[src/rtl/fifo_sched_pkg.sv]
// Shared constants and op encoding for the FIFO scheduler.
package fifo_sched_pkg;

  localparam int DATA_W     = 8;
  localparam int FIFO_DEPTH = 10;

  // One operation per cycle towards the FIFO; never push and pop together.
  typedef enum logic [1:0] {
    OP_NONE = 2'd0,
    OP_PUSH = 2'd1,
    OP_POP  = 2'd2
  } op_e;

endpackage

[src/rtl/rr_arbiter.sv]
// Combinational round-robin pick: first requester at or after ptr, wrapping.
module rr_arbiter
  import fifo_sched_pkg::*;
#(
  parameter int N_REQ = 4
) (
  input  logic [N_REQ-1:0]         req,
  input  logic [$clog2(N_REQ)-1:0] ptr,
  output logic [N_REQ-1:0]         gnt,
  output logic                     any,
  output logic [$clog2(N_REQ)-1:0] idx
);

  localparam int PTR_W = $clog2(N_REQ);
  // One extra bit so ptr+k never overflows before the modulo wrap.
  localparam int CW    = PTR_W + 1;

  logic [CW-1:0] cand;

  // Scan N_REQ candidates starting at ptr; first asserted request wins.
  always_comb begin
    any  = 1'b0;
    idx  = '0;
    cand = '0;
    for (int k = 0; k < N_REQ; k++) begin
      cand = {1'b0, ptr} + CW'(k);
      if (cand >= CW'(N_REQ)) cand = cand - CW'(N_REQ);
      if (!any && req[cand[PTR_W-1:0]]) begin
        any = 1'b1;
        idx = cand[PTR_W-1:0];
      end
    end
  end

  // Expand the winning index to a one-hot grant.
  always_comb begin
    gnt = '0;
    if (any) gnt[idx] = 1'b1;
  end

endmodule

[src/rtl/fifo_sched.sv]
// Shares one byte FIFO between N_REQ round-robin producers and a single
// valid/ready consumer. One FIFO op per cycle; popped bytes land in a
// one-entry output register one cycle after the pop.
module fifo_sched #(
  parameter int N_REQ  = 4,
  parameter int DATA_W = fifo_sched_pkg::DATA_W
) (
  input  logic                    clk,
  input  logic                    reset,
  input  logic [N_REQ-1:0]        req,
  input  logic [N_REQ*DATA_W-1:0] req_data,
  output logic [N_REQ-1:0]        gnt,
  output logic                    rd_valid,
  output logic [DATA_W-1:0]       rd_data,
  input  logic                    rd_ready,
  output logic                    fifo_push,
  output logic                    fifo_pop,
  output logic [DATA_W-1:0]       fifo_wdata,
  input  logic [DATA_W-1:0]       fifo_rdata,
  input  logic                    fifo_full,
  input  logic                    fifo_empty
);

  import fifo_sched_pkg::*;

  localparam int PTR_W = $clog2(N_REQ);

  logic [PTR_W-1:0]                rr_ptr;
  logic [PTR_W-1:0]                ptr_nxt;
  logic                            last_pop;
  logic                            cap_pend;
  logic [N_REQ-1:0]                arb_gnt;
  logic                            arb_any;
  logic [PTR_W-1:0]                arb_idx;
  logic [N_REQ-1:0][DATA_W-1:0]    req_bytes;
  logic                            push_ok;
  logic                            pop_ok;
  op_e                             op;

  assign req_bytes = req_data;

  rr_arbiter #(.N_REQ(N_REQ)) u_arb (
    .req (req),
    .ptr (rr_ptr),
    .gnt (arb_gnt),
    .any (arb_any),
    .idx (arb_idx)
  );

  // Pointer moves to the slot just past this cycle's winner.
  assign ptr_nxt = (arb_idx == PTR_W'(N_REQ - 1)) ? '0 : arb_idx + 1'b1;

  // Pick the single FIFO op; when both sides are eligible, alternate so
  // neither producers nor the consumer can starve the other.
  always_comb begin
    push_ok = arb_any && !fifo_full;
    pop_ok  = !fifo_empty && !cap_pend && (!rd_valid || rd_ready);
    op      = OP_NONE;
    if (reset)                op = OP_NONE;
    else if (push_ok && pop_ok) op = last_pop ? OP_PUSH : OP_POP;
    else if (push_ok)         op = OP_PUSH;
    else if (pop_ok)          op = OP_POP;
  end

  // Drive FIFO controls and the producer grant from the chosen op.
  always_comb begin
    gnt        = '0;
    fifo_push  = 1'b0;
    fifo_pop   = 1'b0;
    fifo_wdata = '0;
    case (op)
      OP_PUSH: begin
        gnt        = arb_gnt;
        fifo_push  = 1'b1;
        fifo_wdata = req_bytes[arb_idx];
      end
      OP_POP:  fifo_pop = 1'b1;
      default: ;
    endcase
  end

  // Arbitration history: round-robin pointer and which side went last.
  always_ff @(posedge clk or posedge reset) begin
    if (reset) begin
      rr_ptr   <= '0;
      last_pop <= 1'b0;
    end else begin
      case (op)
        OP_PUSH: begin
          rr_ptr   <= ptr_nxt;
          last_pop <= 1'b0;
        end
        OP_POP:  last_pop <= 1'b1;
        default: ;
      endcase
    end
  end

  // Output register: capture the FIFO's registered data one cycle after a
  // pop; a consumer handshake empties it. A pop is only issued when the
  // register will be free, so capture never overwrites a live byte.
  always_ff @(posedge clk or posedge reset) begin
    if (reset) begin
      cap_pend <= 1'b0;
      rd_valid <= 1'b0;
      rd_data  <= '0;
    end else begin
      if (rd_valid && rd_ready) rd_valid <= 1'b0;
      if (cap_pend) begin
        rd_data  <= fifo_rdata;
        rd_valid <= 1'b1;
        cap_pend <= 1'b0;
      end
      if (op == OP_POP) cap_pend <= 1'b1;
    end
  end

endmodule
[config.mk]
export PLATFORM = sky130hd
export DESIGN_NAME = fifo_sched
export DESIGN_NICKNAME = d
export VERILOG_FILES = /design/src/rtl/fifo_sched_pkg.sv /design/src/rtl/rr_arbiter.sv /design/src/rtl/fifo_sched.sv
export SDC_FILE = /design/constraint.sdc
export NUM_CORES = 1
export LEC_CHECK = 0
export CAP_MARGIN = 25
export CORE_MARGIN = 2
export CORE_UTILIZATION = 32
export CTS_CLUSTER_DIAMETER = 50
export DETAILED_ROUTE_END_ITERATION = 10
export HOLD_SLACK_MARGIN = 0.1
export PLACE_DENSITY = 0.86
export RECOVER_POWER = 50
export SETUP_SLACK_MARGIN = 0.05
export SYNTH_ARGS = -nofsm -noshare
export SYNTH_HDL_FRONTEND = slang
export SYNTH_HIERARCHICAL = 1
export SYNTH_SLANG_ARGS = --single-unit
[constraint.sdc]
create_clock -name clk -period 3.39 [get_ports clk]
set_input_delay 1.017 -clock clk [delete_from_list [all_inputs] [get_ports clk]]
set_output_delay 1.017 -clock clk [all_outputs]
set_load 0.03 [all_outputs]
; Yosys cells after proc, flatten, opt, wreduce, memory -nomap -nowiden
; Index checks and enable logic that the tools add are counted.
; Widths: inputs -> output; s select.
[classes]
addsub = 8
mul = 0
div = 0
magnitude_cmp = 10
n_eq_ne = 3
shift = 0
n_mux = 38
n_bitwise = 0
reduce_logical = 19
[op_table]
columns = cell, n
row1 = $mux 2, 14
row2 = $bmux 8 s2, 1
row3 = $mux 8, 2
row4 = $lt 2x3->1 const B, 5
row5 = $mux 1, 13
row6 = $ge 3x3->1 const B, 3
row7 = $logic_and 1x1->1, 9
row8 = $bmux 1 s2, 4
row9 = $mux 4, 2
row10 = $sub 2x1->2 const B, 4
row11 = $logic_not 1->1, 7
row12 = $add 2x2->3 const B, 2
row13 = $eq 2x2->1 const B, 2
row14 = $reduce_bool 2->1, 2
row15 = $add 2x1->3 const B, 1
row16 = $ge 2x3->1 const B, 1
row17 = $add 2x1->2 const B, 1
row18 = $demux 1 s2, 1
row19 = $eq 2x1->1 const B, 1
row20 = $ge 2x1->1 const B, 1
row21 = $pmux 1 s2, 1
row22 = $logic_or 1x1->1, 1
[totals]
regBits = 13
latch_bits = 0
ramBits = 0
romBits = 0
input_bits = 49
output_inout_bits = 23
wordCells = 83
n_memories = 0

; Longest topological paths before layout
[logic_depth]
depth_word = 20
ltp_mapped = 9
ltp_nobuf = 7

; Hierarchy
; Netlist, hierarchy kept.
[modules_own_cells]
columns = module, instances, cells_per_inst, area_each_um2
row1 = fifo_sched, 1, 74, 867.1
row2 = rr_arbiter, 1, 32, 182.7

; Worst setup path after synthesis
; No wires, ideal clock.
[synth_path]
kind = input-to-output
startpoint = input port req[1]
endpoint = output port fifo_wdata[0]
t_arrival_ns = 2.688
slack_ns = -0.315
path_stages = 9
n_path_buf = 2
cell_sequence = buf_2 nor2_1 nand2_1 nor3b_1 o41a_1 ha_1 nand2b_1 buf_2 o22ai_1
[synth_between]
elab_chain_cells = 18
word_cells_on_any_way = 31
cone_classes = 1 x eq/ne / 22 x mux / 8 x reduce/logical
[synth_lines]
columns = element, line_no
row1 = from (decl), fifo_sched.sv:10  ; input logic [N_REQ-1:0] req,
row2 = $bmux 1 s2, rr_arbiter.sv:28  ; if (!any && req[cand[PTR_W-1:0]]) begin
row3 = $mux 1 (not written as such), rr_arbiter.sv:28
row4 = $mux 1, rr_arbiter.sv:28
row5 = $logic_not 1->1, rr_arbiter.sv:28
row6 = $logic_and 1x1->1, rr_arbiter.sv:28
row7 = $mux 1, rr_arbiter.sv:28
row8 = $logic_not 1->1, rr_arbiter.sv:28
row9 = $logic_and 1x1->1, rr_arbiter.sv:28
row10 = (+3 left out), n/a
row11 = $mux 1 (*), rr_arbiter.sv:28
row12 = via arb_any, fifo_sched.sv:33  ; logic arb_any;
row13 = $logic_and 1x1->1 (*), fifo_sched.sv:56  ; push_ok = arb_any && !fifo_full;
row14 = $mux 2 or $logic_and 1x1->1 (tied branches), "fifo_sched.sv:61, fifo_sched.sv:60"
row15 = $mux 2 (*), fifo_sched.sv:60  ; else if (push_ok && pop_ok) op = last_pop ? OP_PUSH : OP_POP;
row16 = $mux 2 (*), fifo_sched.sv:59  ; if (reset) op = OP_NONE;
row17 = $eq 2x1->1 (*), fifo_sched.sv:71  ; case (op)
row18 = $mux 8 (*), fifo_sched.sv:71
row19 = to (decl), fifo_sched.sv:18  ; output logic [DATA_W-1:0] fifo_wdata,
; The timed path passes the listed nets; every way through them passes the cells marked *. The select of a mux whose other input is x is not followed.

; Worst setup path in the final report
[layout_path]
startpoint = input port req[0]
endpoint = output port fifo_wdata[3]
[layout_between]
word_cells_on_any_way = 31
cone_classes = 1 x eq/ne / 22 x mux / 8 x reduce/logical
[layout_rtl]
columns = element, line_no
row1 = $bmux 1 s2, rr_arbiter.sv:28
row2 = $mux 1 (not written as such), rr_arbiter.sv:28
row3 = $mux 1, rr_arbiter.sv:28
row4 = $logic_not 1->1, rr_arbiter.sv:28
row5 = $logic_and 1x1->1, rr_arbiter.sv:28
row6 = $mux 1, rr_arbiter.sv:28
row7 = $logic_not 1->1, rr_arbiter.sv:28
row8 = $logic_and 1x1->1, rr_arbiter.sv:28
row9 = $mux 1, rr_arbiter.sv:28
row10 = $logic_not 1->1, rr_arbiter.sv:28
row11 = $logic_and 1x1->1, rr_arbiter.sv:28
row12 = $mux 2 (*), rr_arbiter.sv:28
row13 = via arb_idx[0], fifo_sched.sv:34  ; logic [PTR_W-1:0] arb_idx;
row14 = $bmux 8 s2 (*), fifo_sched.sv:75  ; fifo_wdata = req_bytes[arb_idx];
row15 = $mux 8 (not written as such) (*), fifo_sched.sv:75
row16 = $mux 8 (*), fifo_sched.sv:71
; Marks and branches as above.

==> metrics.txt <==
outcome finished with violations; failing checks negative setup slack; Starting Density 0.341; clock-pin slew on the worst setup and hold paths 0.08 ns; I/O Pins slightly above 70; Final Total Pwr 0.00131 W; Avg Vias per Cell about 5.3; total grt overflow 0; First-pass DRT Iterations 4; skew final 0.00145 ns; routed len/inst roughly 20 um; hold buffers post-CTS 0; Die Y around 61 um; sequential share of power 0.206; pin count of the biggest net entering global routing 15; P_sw 0.000543 W; initial antenna violation count 0; FILL cells roughly 160; sequential element share of the synthesized area 0.310; post-route minimum period approximately 3.5 ns; Tot GR Track Use 0.276; Worst VDD drop between 0.4 and 0.5 mV; syn nets roughly 160; Skew-Pair Late Insertion Delay 0.26 ns; die area roughly 3800 um^2; routed wire length roughly 4900 um; CTS Buffer Depth 2; clock sinks 13; Mapped Area about 1000 um^2; worst-path fanout max 8; DRC 0; part of the power in combinational logic 0.724; max-cap viol count 0; slowest stage cell, crit path a211oi_2; Routed Antenna Nets 0; Hold Crit Depth 1; Yosys warning count 6; Clk Tree Root Cell clkbuf_4; post-layout util 0.824; cells along the critical path buf_8 > buf_6 > buf_4 > inv_1 > o21ai_1 > a211oi_2 > buf_4 > nand2_8 > o22ai_4 > buf_6; vias in the first global route roughly 1400; PortBufs 71; number of distinct library cells after synthesis 32; hold crit path type flop to flop; fmax 282 MHz; Post-Synthesis Cells between 100 and 150; total CTS buffers 3; via count 1323; final worst path period share 1.05; core area 3080 um^2; P_leak 0.987 nW; actual slew at the worst max-slew pin around 0.5 ns; layout cells sized above 1 0.515; Slew Limit Headroom 0.663; Setup violations, final 12; GPL Wtd Cong around 0.9; CP required approximately 2.4 ns; CP arrival ~2.5 ns; switch share 0.415; worst r2r path cells 8; Clock power frac 0.070; H-tree levels 1; setup slack after layout -0.153 ns; final-report hold violation count 0; Setup crit start kind input port; DP HPWL approximately 2900 um; max incr delay on CP ~0.30 ns; CP endpoint kind primary output; die width approximately 60 um; Slew Limit Fails 0; nets 258; RSZ-0062 raised after global routing true; Post-DP Area around 2000 um^2; CTS tree built; first-pass GRT wire length about 7400 um; PD cells about 520 nW/um^2; CP Class input port to primary output; Mapped Avg Cell Area 9.90 um^2; Area growth syn-to-layout 141%; diodes inserted 0; iteration-0 DRC count of the detailed router 18; Synth Register Bits 13; row cnt 20; cell internal pwr ~0.00077 W; cell area after layout roughly 2500 um^2
## cell usage after synthesis
master	n	area, um^2
buf_12	1	20.0
a311oi_1	1	8.76
ha_1	4	50.1
a21oi_1	4	20.0
a221oi_1	1	8.76
o21ai_0	2	10.0
and4_1	1	8.76
o41ai_1	1	8.76
buf_2	2	10.0
o22ai_1	9	56.3
nor3b_1	1	7.51
mux2_2	10	113
buf_6	2	22.5
buf_4	1	7.51
a211oi_1	1	7.51
nand2b_2	1	8.76
nand2b_1	5	31.3
inv_1	6	22.5
nor2b_1	2	12.5
o41a_1	1	11.3
o21ai_1	1	5.00
nor3_1	2	10.0
nand2_1	3	11.3
nand3b_1	1	7.51
o211a_1	1	10.0
nand4_1	1	6.26
mux2i_1	16	160
a21oi_2	1	8.76
and2_1	4	25.0
dfrtp_1	13	325
nor2_1	6	22.5
a211oi_2	1	12.5
## cells by family after synthesis
group	Yosys count	share of synthesized area
compound gates	24	0.160
fa+ha+maj	4	0.0477
buf+inv	12	0.0787
flops	13	0.310
mux	26	0.260
simple gates	27	0.144
## layout by cell type, fill, tap and decap left out, types with 6 or more instances in the layout
cell type,n
inv_1,6
o22ai_4,8
buf_4,18
mux2_2,10
dfrtp_1,13
mux2i_4,15
buf_6,19
clkdlybuf4s50_1,45
## sequential cells by signal (all words and copies together), names as in the netlist
register / cells
rd_data: 8
cap_pend: 1
rr_ptr: 2
rd_valid: 1
last_pop: 1
## power groups by stage
stage | logic [W] | registers, W | clock network, W
3_3_place_gp | 0.000623 | 0.000257 | 0
5_1_grt | 0.000990 | 0.000278 | 0.000106
6_report | 0.000948 | 0.000269 | 0.0000920
2_1_floorplan | 0.000379 | 0.000306 | 0
4_1_cts | 0.000909 | 0.000261 | 0.0000944
3_5_place_dp | 0.000638 | 0.000261 | 0
## worst max-delay path, delay by kind of cell
family          cells  cell delay [ns]
buf+inv             6             0.83
compound gates      3             0.57
simple gates        1             0.11
## repair_timing
action,in CTS,in global routing
setup buffers,7,3
cloned,3,0
pin swaps,14,9
resized for setup,102,5
setup endpoints to repair,14,13
## through the flow
stage / TNS [ns] / cells / hold WS (ns) / setup slack [ns]
2_1_floorplan: 0 / 106 / 0.505 / 0.0657
3_3_place_gp: -4.89 / 231 / 0.492 / -0.456
3_5_place_dp: -5.85 / 231 / 0.496 / -0.540
4_1_cts: -0.460 / 245 / 0.525 / -0.0557
5_1_grt: -1.82 / 248 / 0.550 / -0.176
6_report: -1.27 / 248 / 0.520 / -0.153
## per-layer routing
metal  share of wire  vias up  track usage
met4           0.028        0        0.102
met1            0.39      633        0.320
met3            0.11       14       0.0924
met2            0.46       84        0.473
met5               0        -            0
li1                -      592            -
## path summary, 6_finish.rpt
kind                                         from                     end  slack, ns
setup / recovery                           req[0]           fifo_wdata[3]      -0.15
hold / removal             rd_data[5]$_DFFE_PP0P_  rd_data[5]$_DFFE_PP0P_       0.52
setup reg to reg            rr_ptr[1]$_DFFE_PP0N_   rr_ptr[1]$_DFFE_PP0N_       1.24
hold reg to reg            rd_data[5]$_DFFE_PP0P_  rd_data[5]$_DFFE_PP0P_       0.52
max in group asynchronous                   reset   rr_ptr[1]$_DFFE_PP0N_       2.40
min in group asynchronous                   reset      cap_pend$_DFF_PP0_       0.83
## area by class of cell
class	instances	area [um^2]	area share
multi-input cells	81	1040	0.411
well taps	44	55.1	0.0217
repair buffers	100	1060	0.420
flip-flops and latches	13	325	0.128
inverters	6	22.5	0.00888
clock buffers	4	26.3	0.0104
(Power assumes the default switching activity.)
